### src/rtl/fetch_pc_unit.sv
// fetch_pc_unit: owns the PC, drives the synchronous instruction memory and
// presents tagged instructions to decode. Handles decode stalls through a
// one-entry hold buffer. Jump/branch redirects squash the single wrong-path slot.
// Optional build macro FETCH_ALIGN_CHECK_EN adds a sticky misalign_err output.
module fetch_pc_unit #(
    parameter logic [31:0] RESET_PC   = 32'h0000_0000,
    parameter int unsigned IMEM_BYTES = 64
) (
    input  logic        clk,
    input  logic        rst_n,
    input  logic        stall,
    input  logic        branch_taken,
    input  logic [15:0] branch_offset,
    input  logic        jump,
    input  logic [25:0] jump_target,
    input  logic        jr,
    input  logic [31:0] jr_addr,
    output logic [31:0] imem_addr,
    input  logic [31:0] instruction,
    output logic [31:0] if_instr,
    output logic [31:0] if_pc,
    output logic [31:0] if_pc_plus4,
    output logic        if_valid
`ifdef FETCH_ALIGN_CHECK_EN
    ,
    output logic        misalign_err
`endif
);

    localparam logic [31:0] ADDR_MASK  = 32'(IMEM_BYTES - 1);
    localparam logic [31:0] ALIGN_MASK = ADDR_MASK & 32'hFFFF_FFFC;

    logic [31:0] pc_q, pc_d;
    logic [31:0] req_pc_q, req_pc_d;
    logic        req_valid_q, req_valid_d;
    logic [31:0] hold_instr_q, hold_instr_d;
    logic        use_hold_q, use_hold_d;

    logic        redirect;
    logic [31:0] raw_target;
    logic [31:0] branch_bytes;

`ifdef FETCH_ALIGN_CHECK_EN
    logic        misalign_q, misalign_d;
    assign misalign_err = misalign_q;
`endif

    // Decode-facing view: the hold buffer replaces memory data while a stall is being released.
    always_comb begin
        if_pc       = req_pc_q;
        if_valid    = req_valid_q;
        if_pc_plus4 = (req_pc_q + 32'd4) & ADDR_MASK;
        imem_addr   = pc_q;
        if_instr    = 32'd0;
        if (req_valid_q) begin
            if_instr = use_hold_q ? hold_instr_q : instruction;
        end
    end

    // Redirect selection with jr > jump > branch priority; only a live instruction may redirect.
    always_comb begin
        redirect     = 1'b0;
        raw_target   = 32'd0;
        branch_bytes = {{14{branch_offset[15]}}, branch_offset, 2'b00};
        if (req_valid_q) begin
            if (jr) begin
                redirect   = 1'b1;
                raw_target = jr_addr;
            end else if (jump) begin
                redirect   = 1'b1;
                raw_target = {if_pc_plus4[31:28], jump_target, 2'b00};
            end else if (branch_taken) begin
                redirect   = 1'b1;
                raw_target = if_pc_plus4 + branch_bytes;
            end
        end
    end

    // Next-state: stall freezes the pipe, redirect inserts one bubble, otherwise advance by 4.
    always_comb begin
        pc_d         = pc_q;
        req_pc_d     = req_pc_q;
        req_valid_d  = req_valid_q;
        hold_instr_d = hold_instr_q;
        use_hold_d   = use_hold_q;
`ifdef FETCH_ALIGN_CHECK_EN
        misalign_d   = misalign_q;
`endif
        if (stall) begin
            use_hold_d = 1'b1;
            if (!use_hold_q) begin
                hold_instr_d = instruction;
            end
        end else if (redirect) begin
            pc_d        = raw_target & ALIGN_MASK;
            req_pc_d    = pc_q;
            req_valid_d = 1'b0;
            use_hold_d  = 1'b0;
`ifdef FETCH_ALIGN_CHECK_EN
            if (raw_target[1:0] != 2'b00) begin
                misalign_d = 1'b1;
            end
`endif
        end else begin
            pc_d        = (pc_q + 32'd4) & ADDR_MASK;
            req_pc_d    = pc_q;
            req_valid_d = 1'b1;
            use_hold_d  = 1'b0;
        end
    end

    // State registers with asynchronous reset.
    always_ff @(posedge clk or negedge rst_n) begin
        if (!rst_n) begin
            pc_q         <= RESET_PC;
            req_pc_q     <= RESET_PC;
            req_valid_q  <= 1'b0;
            hold_instr_q <= 32'd0;
            use_hold_q   <= 1'b0;
`ifdef FETCH_ALIGN_CHECK_EN
            misalign_q   <= 1'b0;
`endif
        end else begin
            pc_q         <= pc_d;
            req_pc_q     <= req_pc_d;
            req_valid_q  <= req_valid_d;
            hold_instr_q <= hold_instr_d;
            use_hold_q   <= use_hold_d;
`ifdef FETCH_ALIGN_CHECK_EN
            misalign_q   <= misalign_d;
`endif
        end
    end

endmodule

### config.mk
export PLATFORM = sky130hd
export DESIGN_NAME = fetch_pc_unit
export DESIGN_NICKNAME = d
export VERILOG_FILES = /design/src/rtl/fetch_pc_unit.sv
export SDC_FILE = /design/constraint.sdc
export NUM_CORES = 1
export LEC_CHECK = 0
export ABC_AREA = 1
export CORE_ASPECT_RATIO = 0.6
export CORE_MARGIN = 5
export CORE_UTILIZATION = 36
export CTS_BUF_LIST = sky130_fd_sc_hd__clkbuf_4 sky130_fd_sc_hd__clkbuf_8 sky130_fd_sc_hd__clkbuf_16
export DETAILED_ROUTE_END_ITERATION = 12
export MAX_ROUTING_LAYER = met4
export PLACE_DENSITY = 0.93
export SYNTH_ARGS = -nofsm -noshare
export SYNTH_HDL_FRONTEND = slang
export SYNTH_SLANG_ARGS = --single-unit
export TNS_END_PERCENT = 10
### constraint.sdc
create_clock -name clk -period 4.41 [get_ports clk]
set_input_delay 0.441 -clock clk [delete_from_list [all_inputs] [get_ports clk]]
set_output_delay 0.441 -clock clk [all_outputs]
set_load 0.02 [all_outputs]
======== Word-level counts from Yosys, hierarchy flattened ========
Cells that the tools add are included.
storage, ports and cells
  word-level logic and storage cells ...... 21
  output and inout bits ................... 129
  bits in registers ....................... 46
  input port bits ......................... 112
operators by class
  mux-type cells .......................... 13
  add/subtract/negate cells ............... 3
operator list
  operator                                                        number
  32-bit two-way mux                                              2
  6-bit two-way mux                                               5
  6-bit by 3-bit adder with 6-bit output (second input constant)  2
  6-bit adder                                                     1
  1-bit two-way mux                                               6

======== Depth between registers and ports, before layout ========
Gate-level depths: netlist of the first run.
  depth after elaboration ................. 7
  gate-level depth with buffers ........... 12
  gate-level depth less buffers ........... 12

======== Worst setup path before layout of the first run ========
No wires, ideal clock.
  path type ............................... reg-to-reg
  start point ............................. register req_pc_q[2], in the netlist if_pc[2]
  end point ............................... register pc_q[5], in the netlist imem_addr[5]
  data required time ...................... 4337 ps
  buffers on the path ..................... 0
  arrival time ............................ 2099 ps
  library setup time ...................... 73 ps
  cell stages (with the launch flop) ...... 13
  clock period less this slack ............ 2172 ps
  slack ................................... 2238 ps
  cells stage by stage .................... dfrtp_1 -> ha_1 -> xor2_1 -> ha_1 -> nand2_1 -> nand2_1 -> nor2_1 -> inv_1 -> nand3_1 -> nand3_1 -> nand2_1 -> nand2_1 -> a21oi_2
on the way
  cells in the longest elaborated chain, start to end .. 7
ends and longest elaborated chain
  what                                    RTL line  source
  start: declaration                      34        logic [31:0] req_pc_q, req_pc_d;
  start signal: assignment                125       req_pc_q <= req_pc_d;
  6-bit by 3-bit adder with 6-bit output  52        if_pc_plus4 = (req_pc_q + 32'd4) & ADDR_MASK;
  via if_pc_plus4[4]                      22        output logic [31:0] if_pc_plus4,
  6-bit adder                             74        raw_target = if_pc_plus4 + branch_bytes;
  6-bit two-way mux                       72        end else if (branch_taken) begin
  6-bit two-way mux                       69        end else if (jump) begin
  6-bit two-way mux                       66        if (jr) begin
  6-bit two-way mux                       65        if (req_valid_q) begin
  6-bit two-way mux                       94        end else if (redirect) begin
  end signal: assignment                  124       pc_q <= pc_d;
  end: declaration                        33        logic [31:0] pc_q, pc_d;
The timed path passes the listed nets, and every way through them passes these cells.
A chain may end at the register's enable or synchronous reset.

======== Worst setup path in the final report of the first run ========
  start point ............................. register use_hold_q
  end point ............................... output if_instr[27]
on the way
  cells in the longest elaborated chain, start to end .. 2
ends and longest elaborated chain
  what                      RTL line  source
  start: declaration        37        logic use_hold_q, use_hold_d;
  start signal: assignment  128       use_hold_q <= use_hold_d;
  32-bit two-way mux        -
  32-bit two-way mux        55        if (req_valid_q) begin
  end: declaration          20        output logic [31:0] if_instr,
Every way passes these cells.

==> reports/metrics.yaml, run 1 <==
drt-vias-per-instance: 4.24
io_pins: 241
post-route-period-util_pct: 63.3
antenna_found_initial: 0
die_w_um: 127
final_nets: 560
max_freq_ghz: 0.358
clkSinkCount: 42
core-area_sq_um: 7950
cts_made_buffers: 5
firstDrtPassIters: 4
ant_nets: 0
synth_top_area_share_pct: 35.4
yosys_warnings: 0
grt_pass1_wl_um: 11200
fp.dieH_um: 80.3
maxCapViolations: 0
rsz0062_at_grt: "false"
drtIter0Drc: 107
worstSetupStartpointType: "flip-flop"
fin_crit_ns: 2.79
htree_levels: 2
fin_skew_ns: 0.00579
clk_path_buf_depth: 2
drt-total-wl_um: 7280
ys_types: 26
clk_pin_slew_ns: 0.06
slew_headroom_pct: 22.5
worst_pin_slew_ns: 1.16
io_buffers: 94
whs_ns: 0.296
place.gp.congestion: 0.819
wl_per_cell_um: 13.2
dp_hpwl_um: 5530
peakVddDrop_uv: 145
drive_above_1_share_pct: 5.19
p_per_area_nw_per_um2: 388
final_common_cell: "clkdlybuf4s50_1"
status: "complete, no violations"
endpoint_kind: "primary output"
cp_max_fo: 32
cts_tree: "built"
finalSetupTns_ns: 0
via_count: 2334
grt_max_degree: 79
crit_buf_inv: 1
drc: 0
clock_latency_ns: 0.28
start_util_pct: 37.3
grt_pass1_vias: 2276
postCtsSetupBuffers: 0
crit_family: "flip-flops"
p_leak_nw: 1.84
netlist_instances: 357
grt_usage_pct: 14.0
antenna_cells: 0
critPathKind: "flip-flop to primary output"
synth_area_sq_um: 2970
finalHoldViolCount: 0
synth_area_leaders: "dfrtp_1 35%, buf_4 22%, mux2i_1 11%, nand2_1 7.1%, o21ai_1 6.2%"
dieArea_sq_um: 10200
final_cell_mix: "93 x clkdlybuf4s50_1, 84 x conb_1, 56 x nand2_1, 41 x dfrtp_1"
rows: 25
globalRouteOverflowTotal: 0
yosysTopAreaCell: "dfrtp_1"
synth.ff_latch_count: 42
areaGrowthSynthToFinish_pct: 28.0
critPathArrivalTime_ns: 2.35
cts_root_buf: "clkbuf_16"
synth-seq-area-share_pct: 35.4
timing_max_transition_violations_final: 0
cts_hold_buffers: 0
cpPeakStageDelay_ns: 1.01
finalSetupViolCount: 0
cp_cell_sequence: "mux2i_1 -> nor2_1 -> clkdlybuf4s50_1"
worstHoldPathType: "input port to async pin"
slowest_stage: "dfrtp_2"
syn_avg_cell_area_sq_um: 8.31
crit_required_ns: 3.97
ctsResizeCount: 0
cells in the mapped netlist, drive strengths merged:
cell type and number:
clkbuf 7, conb 1, buf 92, nor2 38, mux2i 32, o211ai 2
o21ai 42, o221ai 1, a31oi 2, nand4 1, dfrtp 42, xor2 1
fa 1, nand3 8, inv 17, a21oi 7, ha 5, nand2 58
state kept, by name, summed over array words and instances, names as in the netlist:
signal        count
hold_instr_q     32
if_pc             4
if_valid          1
imem_addr         4
use_hold_q        1
cell type report:
cell class | instances | area [sq um]
repair buffers | 94 | 936
clock buffers | 7 | 146
flip-flops and latches | 42 | 1050
multi-input cells | 282 | 1460
well taps | 108 | 135
clock inverters | 1 | 5.00
inverters | 17 | 63.8
fillers | 742 | 4150
per-layer routing:
layer  up-vias  global-route usage (%)  part of all wire, %
li1       1156                       -                    -
met1      1103                    16.7                   42
met2        73                    23.3                   50
met3         2                    5.18                  7.2
met4         0                    2.36                 0.25
met5         -                       -                    0
cells by family after synthesis:
logic type | share of synthesized area (%)
flops | 35.4
simple gates | 14.5
mux | 10.8
buf+inv | 25.9
compound gates | 10.1
fa+ha+maj | 2.78
xor+xnor | 0.295
other cells | 0.126
worst reg2reg max path, cell delays in order, from the launching register on:
cell and delay (ns):
dfrtp_1 0.43, ha_1 0.23, xor2_1 0.21, ha_1 0.29, nand2_1 0.07, nand2_1 0.04
nor2_1 0.19, inv_1 0.07, nand3_1 0.08, nand3_1 0.11, nand2_1 0.08, nand2_1 0.06
a21oi_2 0.11
metrics by stage:
step	worst slack, ns	utilization [%]	total power, W	std cells	cell area, sq um
after floorplan	2.24	-	0.000912	440	3280
after global placement	1.91	45.9	0.00108	543	3640
after detailed placement	1.85	45.9	0.00111	543	3640
after CTS	1.55	47.8	0.00149	551	3800
after global routing	1.45	47.8	0.00156	551	3800
final	1.62	47.8	0.00147	551	3800
path summary, 6_finish.rpt:
path	from	to	slack (ns)	cells past startpoint
min in group clk	hold_instr_q[7]	hold_instr_q[7]	0.49	2
min	rst_n	hold_instr_q[22]	0.30	1
max reg2reg	if_pc[2]	imem_addr[5]	2.38	12
max	use_hold_q	if_instr[27]	1.62	3
min reg2reg	hold_instr_q[7]	hold_instr_q[7]	0.49	2
max in group asynchronous	rst_n	use_hold_q	3.43	1
power by group:
group	switching [W]	internal [W]
Combinational	0.000345	0.000248
Sequential	0.0000607	0.000446
Clock	0.000141	0.000231
Total	0.000547	0.000924
(Power assumes the default switching activity.)
==> run 2: changes to the inputs <==
CORE_UTILIZATION = 33   (was 36)
PLACE_DENSITY = 0.86   (was 0.93)
clock period = 2.8 ns   (was 4.41 ns; I/O delays follow)
==> reports/metrics.yaml, run 2 (synthesis results as in run 1) <==
status: "complete, no violations"
cts_tree: "built"
die_w_um: 132  # +4.1%
dpl_cell_area_sq_um: 3680  # +1.1%
timing_max_transition_violations_final: 0  # unchanged
htree_levels: 2  # unchanged
grt_pass1_wl_um: 11600  # +3.6%
drt-vias-per-instance: 4.11  # -2.9%
regMostFlops: "hold_instr_q"
areaGrowthSynthToFinish_pct: 29.4
peakVddDrop_uv: 220  # +52%
start_util_pct: 34.4  # -2.9 points
globalRouteOverflowTotal: 0  # unchanged
rrSetupSlack_ns: 0.74  # -1.64 ns
slew_headroom_pct: 38.6  # +16 points
final_cell_mix: "93 x clkdlybuf4s50_1, 84 x conb_1, 56 x nand2_1, 41 x dfrtp_1"
fillCellCount: 846  # +14%
clk_path_buf_depth: 2  # unchanged
critPathArrivalTime_ns: 1.85  # -0.50 ns
reg2reg_from: "if_pc[2]"
via_count: 2294  # -1.7%
maxCapViolations: 0  # unchanged
critPathKind: "flip-flop to primary output"
drive_above_1_share_pct: 5.83  # +0.64 points
worstSetupStartpointType: "flip-flop"
io_buffers: 94  # unchanged
wl_per_cell_um: 12.9  # -2.7%
worst_pin_slew_ns: 0.921  # -0.242 ns
clk_pin_slew_ns: 0.06  # about the same
fin_total_pwr_w: 0.00232  # +57%
final_common_cell: "clkdlybuf4s50_1"
finalWorstSetupSlack_ns: 0.674  # -0.945 ns
cts_hold_buffers: 0  # unchanged
grt_max_degree: 43  # -46%
largest_reg_flops: 32  # unchanged
ant_nets: 0  # unchanged
post-route-cell-area_sq_um: 3840  # +1.1%
ctsResizeCount: 0  # unchanged
p_leak_nw: 1.86  # +1.0%
post-route-period-util_pct: 75.9
finalSetupTns_ns: 0  # unchanged
finalHoldViolCount: 0  # unchanged
place.gp.congestion: 0.780  # -4.7%
drc: 0  # unchanged
crit_required_ns: 2.52  # -1.45 ns
firstDrtPassIters: 4  # unchanged
grt_pass1_vias: 2302  # +1.1%
grt_usage_pct: 12.9  # -1.1 points
clkSinkCount: 42  # unchanged
dieArea_sq_um: 11000  # +8.1%
drt-total-wl_um: 7180  # -1.5%
worstHoldPathType: "input port to async pin"
postCtsSetupBuffers: 0  # unchanged
r2r_cells: 12  # unchanged
endpoint_kind: "primary output"
fp.dieH_um: 83.4  # +3.9%
dp_hpwl_um: 5720  # +3.4%
cts_root_buf: "clkbuf_16"
finalSetupViolCount: 0  # unchanged
rsz0062_at_grt: "false"
max_freq_ghz: 0.470
clock_latency_ns: 0.28  # about the same
antenna_found_initial: 0  # unchanged
cts_made_buffers: 5  # unchanged
fin_skew_ns: 0.00384  # -0.00195 ns
dp_slack_ns: 0.753  # -1.10 ns
startpoint: "if_valid"
antenna_cells: 0  # unchanged
rows: 26  # +4.0%
p_per_area_nw_per_um2: 604  # +56%
drtIter0Drc: 116  # +8.4%
core-area_sq_um: 8620  # +8.5%
final_nets: 563  # +0.54%
cp_max_fo: 34  # +6.3%
fin_crit_ns: 2.13
io_pins: 241  # unchanged
fin_util_pct: 44.5  # -3.3 points
r2r_end: "imem_addr[5]"
## run 2: worst max-delay path: stages, from the launching register on
cell	delay [ns]
dfrtp_1	0.39
inv_2	0.47
nor2_1	0.12
clkdlybuf4s50_1	0.58
## run 2: worst max-delay path by stage
stage	to
after floorplan	imem_addr[5]
after global placement	imem_addr[5]
after detailed placement	imem_addr[5]
after CTS	if_instr[28]
after global routing	if_instr[25]
final	if_instr[28]
## run 2: power by group
| group | total (W) | internal (W) | switching [W] |
|---|---|---|---|
| Combinational | 0.000951 | 0.000392 | 0.000559 |
| Sequential | 0.000788 | 0.000702 | 0.0000854 |
| Clock | 0.000578 | 0.000363 | 0.000215 |
## run 2: final cells by class
class	instances	area [sq um]	share of cell area [%]
Clock buffer	7	146	3.82
Clock inverter	1	5.00	0.130
Inverter	17	63.8	1.66
Multi-Input combinational cell	282	1460	38.0
Sequential cell	42	1050	27.4
Tap cell	112	140	3.65
Timing Repair Buffer	97	971	25.3
## run 2: routing by layer
layer	track usage, %	wire (um)	vias to the layer above
met1	15.5	3130	1047
met3	3.68	447	8
met4	2.68	47	0
met5	-	0	-
li1	-	-	1166
met2	21.7	3550	73
## run 2: metrics by stage
| step | hold WS (ns) | std cells |
|---|---|---|
| after floorplan | -0.0156 | 440 |
| after global placement | 0.466 | 550 |
| after detailed placement | 0.474 | 550 |
| after CTS | 0.170 | 558 |
| after global routing | 0.237 | 558 |
| final | 0.142 | 558 |
